**config.mk**
```make
export PLATFORM = sky130hd
export DESIGN_NAME = uart_tx_cfg_flat
export DESIGN_NICKNAME = d
export VERILOG_FILES = /design/src/rtl/uart_pkg.sv /design/src/rtl/uart_tx_cfg_if.sv /design/src/rtl/uart_tx_cfg.sv /design/src/flat_wrapper.sv
export SDC_FILE = /design/constraint.sdc
export NUM_CORES = 1
export LEC_CHECK = 0
export CAP_MARGIN = 20
export CELL_PAD_IN_SITES_DETAIL_PLACEMENT = 1
export CELL_PAD_IN_SITES_GLOBAL_PLACEMENT = 1
export CORE_UTILIZATION = 29
export DETAILED_ROUTE_END_ITERATION = 16
export GPL_TIMING_DRIVEN = 0
export PLACE_DENSITY = 0.66
export SYNTH_ARGS = -nofsm -noshare
export SYNTH_HDL_FRONTEND = slang
export SYNTH_SLANG_ARGS = --single-unit
```
**constraint.sdc**
```tcl
create_clock -name clk -period 2.3 [get_ports clk]
set_clock_uncertainty 0.2 [all_clocks]
set_input_delay 0.46 -clock clk [delete_from_list [all_inputs] [get_ports clk]]
set_output_delay 0.46 -clock clk [all_outputs]
set_load 0.01 [all_outputs]
```
**src/rtl/uart_pkg.sv**
```systemverilog
// uart_pkg: constants shared by the configurable UART transmitter and the
// matching receiver.
//   - FSM state encodings (3-bit, legacy-compatible localparams)
//   - parity-mode encodings for the 2-bit cfg_parity field
//   - legal range of the runtime data-bit count
package uart_pkg;

  localparam logic [2:0] ST_IDLE   = 3'd0;
  localparam logic [2:0] ST_START  = 3'd1;
  localparam logic [2:0] ST_DATA   = 3'd2;
  localparam logic [2:0] ST_PARITY = 3'd3;
  localparam logic [2:0] ST_STOP   = 3'd4;

  // 2'b11 is decoded as "no parity", same as PAR_NONE.
  localparam logic [1:0] PAR_NONE = 2'b00;
  localparam logic [1:0] PAR_EVEN = 2'b01;
  localparam logic [1:0] PAR_ODD  = 2'b10;

  localparam int DATA_BITS_MIN = 5;
  localparam int DATA_BITS_MAX = 9;

endpackage

```
**src/rtl/uart_tx_cfg_if.sv**
```systemverilog
// uart_tx_cfg_if: valid/ready word handshake between the upstream control
// logic and the UART transmitter.
//   in_valid  upstream -> tx   word present on data_in
//   in_ready  tx -> upstream   transmitter idle, word will be taken
//   data_in   upstream -> tx   word to send, bit 0 first
// master = upstream producer, slave = transmitter.
interface uart_tx_cfg_if #(
  parameter int NB_DATA = 8
);
  logic               in_valid;
  logic               in_ready;
  logic [NB_DATA-1:0] data_in;

  modport master (output in_valid, output data_in, input in_ready);
  modport slave  (input in_valid, input data_in, output in_ready);
endinterface

```
**src/rtl/uart_tx_cfg.sv**
```systemverilog
// uart_tx_cfg: runtime-configurable UART transmitter.
// Frame: start bit, 5..NB_DATA data bits LSB first, optional even/odd parity,
// 1 or 2 stop bits. Each bit lasts S_TICK pulses of s_tick.
// Ports:
//   clk           system clock, rising edge
//   reset         asynchronous active-high reset
//   s_tick        one-cycle oversampling pulse from the baud generator
//   up            word handshake (in_valid / in_ready / data_in), slave side
//   cfg_data_bits data-bit count, out-of-range values select NB_DATA
//   cfg_parity    00 none, 01 even, 10 odd, 11 none
//   cfg_stop2     0 one stop bit, 1 two stop bits
//   busy          frame in progress
//   tx_done_tick  one-cycle pulse on the first idle cycle after a frame
//   tx_serial     registered serial line, idles high
module uart_tx_cfg
  import uart_pkg::*;
#(
  parameter int NB_DATA = 8,
  parameter int S_TICK  = 16
) (
  input  logic                clk,
  input  logic                reset,
  input  logic                s_tick,
  uart_tx_cfg_if.slave        up,
  input  logic [3:0]          cfg_data_bits,
  input  logic [1:0]          cfg_parity,
  input  logic                cfg_stop2,
  output logic                busy,
  output logic                tx_done_tick,
  output logic                tx_serial
);

  localparam int TW = $clog2(2 * S_TICK);
  localparam int BW = $clog2(NB_DATA + 1);

  localparam logic [TW-1:0] TICK_LAST  = TW'(S_TICK - 1);
  localparam logic [TW-1:0] TICK_LAST2 = TW'(2 * S_TICK - 1);

  logic [2:0]         state_q, state_d;
  logic [TW-1:0]      tick_q, tick_d;
  logic [BW-1:0]      bit_q, bit_d;
  logic [NB_DATA-1:0] shreg_q, shreg_d;
  logic [3:0]         nbits_q, nbits_d;
  logic [1:0]         pmode_q, pmode_d;
  logic               stop2_q, stop2_d;
  logic               par_q, par_d;
  logic               tx_q, tx_d;
  logic               done_q, done_d;

  logic [BW-1:0]      bit_last;
  logic               par_en;
  logic               par_odd;

  function automatic logic [3:0] clamp_bits(input logic [3:0] cfg);
    if (cfg < 4'(DATA_BITS_MIN) || cfg > 4'(NB_DATA)) begin
      return 4'(NB_DATA);
    end
    return cfg;
  endfunction

  // nbits_q is at least DATA_BITS_MIN after acceptance, so the subtraction
  // never underflows while in DATA.
  assign bit_last = BW'(nbits_q - 4'd1);
  assign par_en   = (pmode_q == PAR_EVEN) || (pmode_q == PAR_ODD);
  assign par_odd  = (pmode_q == PAR_ODD);

  always_comb begin
    state_d = state_q;
    tick_d  = tick_q;
    bit_d   = bit_q;
    shreg_d = shreg_q;
    nbits_d = nbits_q;
    pmode_d = pmode_q;
    stop2_d = stop2_q;
    par_d   = par_q;
    tx_d    = tx_q;
    done_d  = 1'b0;

    case (state_q)
      ST_IDLE: begin
        tx_d = 1'b1;
        // s_tick on the acceptance edge is deliberately not counted.
        if (up.in_valid) begin
          state_d = ST_START;
          tick_d  = '0;
          shreg_d = up.data_in;
          nbits_d = clamp_bits(cfg_data_bits);
          pmode_d = cfg_parity;
          stop2_d = cfg_stop2;
          par_d   = 1'b0;
          tx_d    = 1'b0;
        end
      end

      ST_START: begin
        if (s_tick) begin
          if (tick_q == TICK_LAST) begin
            state_d = ST_DATA;
            tick_d  = '0;
            bit_d   = '0;
            tx_d    = shreg_q[0];
          end else begin
            tick_d = tick_q + TW'(1);
          end
        end
      end

      ST_DATA: begin
        if (s_tick) begin
          if (tick_q == TICK_LAST) begin
            tick_d  = '0;
            // Running parity over exactly the bits that went out.
            par_d   = par_q ^ shreg_q[0];
            shreg_d = shreg_q >> 1;
            if (bit_q == bit_last) begin
              if (par_en) begin
                state_d = ST_PARITY;
                tx_d    = par_d ^ par_odd;
              end else begin
                state_d = ST_STOP;
                tx_d    = 1'b1;
              end
            end else begin
              bit_d = bit_q + BW'(1);
              tx_d  = shreg_d[0];
            end
          end else begin
            tick_d = tick_q + TW'(1);
          end
        end
      end

      ST_PARITY: begin
        if (s_tick) begin
          if (tick_q == TICK_LAST) begin
            state_d = ST_STOP;
            tick_d  = '0;
            tx_d    = 1'b1;
          end else begin
            tick_d = tick_q + TW'(1);
          end
        end
      end

      ST_STOP: begin
        if (s_tick) begin
          // Two stop bits are one double-length count, hence the wider counter.
          if (tick_q == (stop2_q ? TICK_LAST2 : TICK_LAST)) begin
            state_d = ST_IDLE;
            tick_d  = '0;
            tx_d    = 1'b1;
            done_d  = 1'b1;
          end else begin
            tick_d = tick_q + TW'(1);
          end
        end
      end

      default: begin
        state_d = ST_IDLE;
        tick_d  = '0;
        tx_d    = 1'b1;
      end
    endcase
  end

  always_ff @(posedge clk or posedge reset) begin
    if (reset) begin
      state_q <= ST_IDLE;
      tick_q  <= '0;
      bit_q   <= '0;
      shreg_q <= '0;
      nbits_q <= '0;
      pmode_q <= PAR_NONE;
      stop2_q <= 1'b0;
      par_q   <= 1'b0;
      tx_q    <= 1'b1;
      done_q  <= 1'b0;
    end else begin
      state_q <= state_d;
      tick_q  <= tick_d;
      bit_q   <= bit_d;
      shreg_q <= shreg_d;
      nbits_q <= nbits_d;
      pmode_q <= pmode_d;
      stop2_q <= stop2_d;
      par_q   <= par_d;
      tx_q    <= tx_d;
      done_q  <= done_d;
    end
  end

  assign busy         = (state_q != ST_IDLE);
  assign up.in_ready  = (state_q == ST_IDLE);
  assign tx_serial    = tx_q;
  assign tx_done_tick = done_q;

endmodule

```
**src/flat_wrapper.sv**
```systemverilog
// flat-port wrapper written by rule: the top's interface ports become plain ports
module uart_tx_cfg_flat import uart_pkg::*;
#(
  parameter int NB_DATA = 8,
  parameter int S_TICK  = 16
)
  (clk, reset, s_tick, cfg_data_bits, cfg_parity, cfg_stop2, busy, tx_done_tick, tx_serial, up_in_valid, up_data_in, up_in_ready);
  uart_tx_cfg_if #(.NB_DATA(NB_DATA)) up_i ();
  input  logic clk;
  input  logic reset;
  input  logic s_tick;
  input  logic [3:0] cfg_data_bits;
  input  logic [1:0] cfg_parity;
  input  logic cfg_stop2;
  output logic busy;
  output logic tx_done_tick;
  output logic tx_serial;
  input wire logic [$bits(up_i.in_valid)-1:0] up_in_valid;
  input wire logic [$bits(up_i.data_in)-1:0] up_data_in;
  output wire logic [$bits(up_i.in_ready)-1:0] up_in_ready;
  assign up_i.in_valid = up_in_valid;
  assign up_i.data_in = up_data_in;
  assign up_in_ready = up_i.in_ready;
  uart_tx_cfg #(.NB_DATA(NB_DATA), .S_TICK(S_TICK)) u_core (.clk(clk), .reset(reset), .s_tick(s_tick), .up(up_i), .cfg_data_bits(cfg_data_bits), .cfg_parity(cfg_parity), .cfg_stop2(cfg_stop2), .busy(busy), .tx_done_tick(tx_done_tick), .tx_serial(tx_serial));
endmodule
```
[Word-level counts from Yosys, hierarchy flattened]
Cells that the tools add are included.
Cells by class
  $add $sub $neg: 3
  magnitude comparators: 2
  equality and inequality tests: 21
  multiplexer cells: 53
  bitwise operators: 2
  reductions and logical operators: 13
Operators by type and width (count)
  two-way mux 3 bit: 11
  two-way mux 5 bit: 6
  two-way mux 4 bit: 7
  two-way mux 8 bit: 3
  two-way mux 1 bit: 20
  case mux 8 bit (2 select lines): 1
  case mux 3 bit (5 select lines): 1
  case mux 5 bit (3 select lines): 1
  inequality test 2 x 1 -> 1 bit, second input constant: 6
  inequality test 2 bit, second input constant: 6
  AND reduction 10 bit: 1
  case mux 4 bit (2 select lines): 1
  AND reduction 8 bit: 1
  equality test 3 x 2 -> 1 bit, second input constant: 2
  AND reduction 6 bit: 1
  adder 5 x 1 -> 5 bit, second input constant: 1
  equality test 5 x 4 -> 1 bit, second input constant: 1
  equality test 5 bit: 1
  case mux 1 bit (5 select lines): 1
  adder 4 x 1 -> 4 bit, second input constant: 1
  equality test 4 bit: 1
  greater-than comparator 4 bit, second input constant: 1
  < comparator 4 x 3 -> 1 bit, second input constant: 1
  AND reduction 4 bit: 1
  other kinds (14): 17
Word-level totals
  bits in registers: 30
  input bits: 19
  output and inout bits: 4
  word-level logic and storage cells: 104

[Depth between registers and ports, before layout]
Gate-level depths: netlist of run 1.
  depth after elaboration: 7
  depth in mapped cells: 10
  depth with buffers taken out: 9

[Worst setup path after synthesis of run 1]
Ideal clock, no wire load.
  kind: reg-to-reg
  start point: register u_core.tick_q[0]
  end point: register u_core.shreg_q[0]
  library setup time: 123 ps
  arrival: 1766 ps
  data required time: 1977 ps
  slack: 211 ps
  stages on the path, launching flop included: 11
  buffers on the path: 1
  period minus slack after synthesis: 2089 ps
  path through: dfrtp_1 ha_1 nand3_1 inv_1 ha_1 and2_1 mux2i_1 nor3_4 buf_4 nor2_1 a21oi_1
Between the ends
  longest elaborated chain between the ends: 3
RTL lines
  from (decl): line uart_tx_cfg.sv:40  | logic [TW-1:0] tick_q, tick_d;
  from (signal assigned): line uart_tx_cfg.sv:181  | tick_q <= tick_d;
  equality test 5 x 4 -> 1 bit: line uart_tx_cfg.sv:110  | if (tick_q == TICK_LAST) begin
  inequality test 2 x 1 -> 1 bit (no line)
  AND reduction 4 bit (no line)
  to (signal assigned): line uart_tx_cfg.sv:183  | shreg_q <= shreg_d;
  to (decl): line uart_tx_cfg.sv:42  | logic [NB_DATA-1:0] shreg_q, shreg_d;
No other way between the ends.
A chain may end at the register's enable or synchronous reset.

[Final worst setup path of run 1]
  start point: register u_core.nbits_q[0]
  end point: register u_core.tx_q (netlist: u_core.tx_serial)
Between the ends
  longest elaborated chain between the ends: 6
RTL lines
  from (decl): line uart_tx_cfg.sv:43  | logic [3:0] nbits_q, nbits_d;
  from (signal assigned): line uart_tx_cfg.sv:184  | nbits_q <= nbits_d;
  subtractor 4 x 1 -> 4 bit: line uart_tx_cfg.sv:63  | assign bit_last = BW'(nbits_q - 4'd1);
  equality test 4 bit: line uart_tx_cfg.sv:115  | if (bit_q == bit_last) begin
  two-way mux 1 bit: line uart_tx_cfg.sv:115
  two-way mux 1 bit: line uart_tx_cfg.sv:110
  two-way mux 1 bit: line uart_tx_cfg.sv:109  | if (s_tick) begin
  case mux 1 bit (5 select lines): line uart_tx_cfg.sv:79  | case (state_q)
  to (signal assigned): line uart_tx_cfg.sv:188  | tx_q <= tx_d;
  to (decl): line uart_tx_cfg.sv:47  | logic tx_q, tx_d;
No other way between the ends. The select of a mux whose other input is x is not followed.

==> results of run 1 <==
==> synthesized netlist by cell type (3+ instances only) <==
| cell | count |
|---|---|
| mux2_1 | 3 |
| nor2_1 | 15 |
| a21oi_1 | 11 |
| nor2b_1 | 4 |
| xor2_1 | 5 |
| o21ai_0 | 4 |
| nand3_1 | 8 |
| xnor2_1 | 4 |
| nand2_1 | 19 |
| a22o_1 | 3 |
| o21ai_1 | 13 |
| ha_1 | 6 |
| buf_2 | 3 |
| dfrtp_1 | 29 |
| mux2i_1 | 7 |
| or3_1 | 3 |
| inv_1 | 10 |
==> how the worst max path moves through the flow <==
stage / depth (start not counted) / slack, ns / startpoint / to
6_report: 7 / 0.05 / u_core.nbits_q[0] / u_core.tx_serial
2_1_floorplan: 10 / 0.21 / u_core.tick_q[0] / u_core.shreg_q[0]
5_1_grt: 9 / -0.02 / u_core.tick_q[1] / u_core.bit_q[3]
3_5_place_dp: 7 / -0.28 / s_tick / u_core.shreg_q[0]
3_3_place_gp: 6 / -0.25 / s_tick / u_core.par_q
4_1_cts: 7 / 0.003 / u_core.nbits_q[0] / u_core.tx_serial
==> per-layer routing <==
| metal | track usage (%) | vias up | part of all wire (%) |
|---|---|---|---|
| met4 | 6.67 | 0 | 1.9 |
| met2 | 25.1 | 14 | 49 |
| met3 | 3.60 | 8 | 2.6 |
| met1 | 18.3 | 670 | 46 |
| li1 | - | 682 | - |
| met5 | 0 | - | 0 |
==> cells by family after synthesis <==
family	count (synthesis)	share of synthesized area [%]
compound gates	42	15.8
flops	30	44.7
simple gates	62	18.7
buf+inv	16	4.23
xor+xnor	10	6.02
mux	10	6.17
fa+ha+maj	6	4.46
==> metrics by stage <==
| stage | cells | TNS (ns) | total power [mW] |
|---|---|---|---|
| final | 283 | 0 | 1.72 |
| after global routing | 283 | -0.0198 | 1.84 |
| after CTS | 281 | 0 | 1.72 |
| after detailed placement | 271 | -2.87 | 1.19 |
| after global placement | 270 | -2.55 | 1.16 |
| after floorplan | 176 | 0 | 1.04 |
==> area by class of cell <==
class | count | share of cell area, %
multi-input combinational | 130 | 41.0
sequential | 30 | 34.1
timing repair buffer | 27 | 12.5
clock buffer | 8 | 4.98
tap | 72 | 4.07
inverter | 11 | 1.87
buffer | 5 | 1.53
==> worst register-to-register path, delay by kind of cell (launching register included) <==
family                     cells  cell delay (ns)
DFF                            1             0.41
buffers and inverters          1             0.06
xor gates and xnor gates       1             0.36
and+or+nand+nor                2             0.67
adders and majority gates      1             0.19
AOI/OAI and AO/OA              2             0.28
==> state kept, by name, summed over array words and instances (netlist names) <==
register,count
u_core.pmode_q,2
u_core.nbits_q,4
u_core.tick_q,5
u_core.stop2_q,1
u_core.state_q,3
u_core.bit_q,4
u_core.tx_serial,1
u_core.tx_done_tick,1
u_core.shreg_q,8
u_core.par_q,1
==> power by group <==
part           switching [mW]  leakage, nW  internal (mW)
sequential              0.119        0.377          0.664
combinational           0.194        0.524          0.236
clock                   0.202       0.0575          0.302
total                   0.515        0.959           1.20
==> cells in the final DEF, fill, tap and decap left out, types with 3 or more instances in the layout <==
cell | netlist | routed
nor2b_1 | 4 | 4
buf_4 | 2 | 5
o21ai_0 | 4 | 4
or3_1 | 3 | 3
clkdlybuf4s50_1 | 0 | 21
o21ai_1 | 13 | 13
inv_1 | 10 | 9
nor2_1 | 15 | 15
nand2_1 | 19 | 18
mux2_1 | 3 | 3
xor2_1 | 5 | 5
nand3_1 | 8 | 7
clkbuf_8 | 0 | 8
ha_1 | 6 | 4
dfrtp_1 | 29 | 28
xnor2_1 | 4 | 4
a22o_1 | 3 | 3
a21oi_1 | 11 | 11
buf_2 | 3 | 3
mux2i_1 | 7 | 6
==> what timing repair did <==
item,4_1_cts,5_1_grt
setup buffers,2,2
endpoints found under the hold margin,0,0
pin swaps,2,3
setup endpoints to repair,14,14
resized for setup,5,10
==> impl_metrics.yaml, run 1 <==
status:
  status: "complete, no violations"
clock_tree:
  htreeDepth: 2
  cts_buffer_depth: 2
  clk_latency_ns: 0.29
  clock_sinks: 30
  cts_buffers: 5
  path_clk_slew_ns: 0.06
  cts_hold_buf: 0
  cts_tree: "yes"
  root_buffer: "clkbuf_8"
logic_synthesis:
  synth_cells: 176
  yosysSeqAreaShare_pct: 44.7
  synthesis.area_mm2: 0.00168
  synth_area_leaders: "dfrtp_1 43%, ha_1 4.5%, nand2_1 4.2%, mux2i_1 4.2%, o21ai_1 3.9%"
  synth_seq_cells: 30
  ys_async_sr_fraction_pct: 100
  yosysWarnings: 0
  yosysUniqueCellTypes: 41
  syn_nets: 201
  yosysTopAreaCell: "dfrtp_1"
  synth_ff_type: "dfrtp_1"
  synth_top_area_share_pct: 43.1
  synth_edf_count: 0
  syn_area_per_cell_um2: 9.57
routing:
  wirelength_um: 4000
  ant_nets: 0
  vias_per_cell: 4.86
  drtIter0Drc: 37
  avgRoutedWirePerCell_um: 14.1
  dr.pass1.iters: 4
  drc: 0
  vias: 1374
setup_path:
  worstReg2RegStart: "u_core.nbits_q[0]"
  cpMaxStageDelayCell: "or4b_1"
  critPathTopFamily: "simple AND/OR/NAND/NOR gates"
  rr_worst_depth: 7
  path_buf_inv: 1
  critPathMaxStageDelay_ns: 0.51
  critPathRequiredTime_ns: 2.30
  r2r_end: "u_core.tx_serial"
  critPathKind: "reg -> reg"
  r2r_slack_ns: 0.05
  start_kind: "register"
  cp-end-kind: "register"
  worstPathCellList: "inv_1 > ha_1 > xnor3_1 > nand3_1 > or4b_1 > o2111ai_1 > a31oi_1"
  worstPathMaxFanout: 4
  crit_arrival_ns: 2.25
hold_path:
  hold_end: "u_core.pmode_q[0]"
  hp-start: "u_core.pmode_q[0]"
  hold_path_depth: 1
  hp-class: "reg -> reg"
placed_design:
  dp_slack_ns: -0.281
  gp_congestion: 0.793
  portBuffers: 22
  dp_hpwl_um: 2880
  detailed_place.area_mm2: 0.00202
die:
  die_height_um: 78.2
  row_count: 27
  die_w_um: 78.2
  die_area_mm2: 0.00612
  initial_core_util_pct: 30.4
  ios: 23
  core_area_mm2: 0.00554
job:
  max_cap_viol_count: 0
global_route:
  grt_use_total_pct: 15.0
  grt_pass1_wl_um: 6990
  antenna_found_initial: 0
  overflow: 0
  grt_max_degree: 22
  first_global_vias: 1430
finish:
  nets: 235
  postLayoutCellArea_mm2: 0.00221
  regArea_um2: 753
  multiInputGateArea_um2: 906
  syn_to_final_growth_pct: 31.3
  diodes: 0
  final_util_pct: 39.9
  drive_above_1_share_pct: 16.1
  fillers: 653
power:
  peakVddDrop_uv: 405
  p_leak_nw: 0.959
  powerDensity_mw_per_mm2: 777
sta:
  setup_viol: 0
  relSlewSlack_pct: 65.9
  finalCritPeriodShare_pct: 97.7
  max_freq_mhz: 445
  slew_viol_final: 0
  whs_ns: 0.288
  finalHoldViolCount: 0
  setup_ws_ns: 0.0530
  worst_pin_slew_ns: 0.511
  period_needed_ns: 2.25
  rsz0062_at_grt: "true"
(Power assumes the default switching activity.)
==> run 2, diff against run 1 <==
Settings changed: GPL_ROUTABILITY_DRIVEN from default to 1.
==> results of run 2 <==
No change in the layout: final DEF, timing and power equal those of run 1.
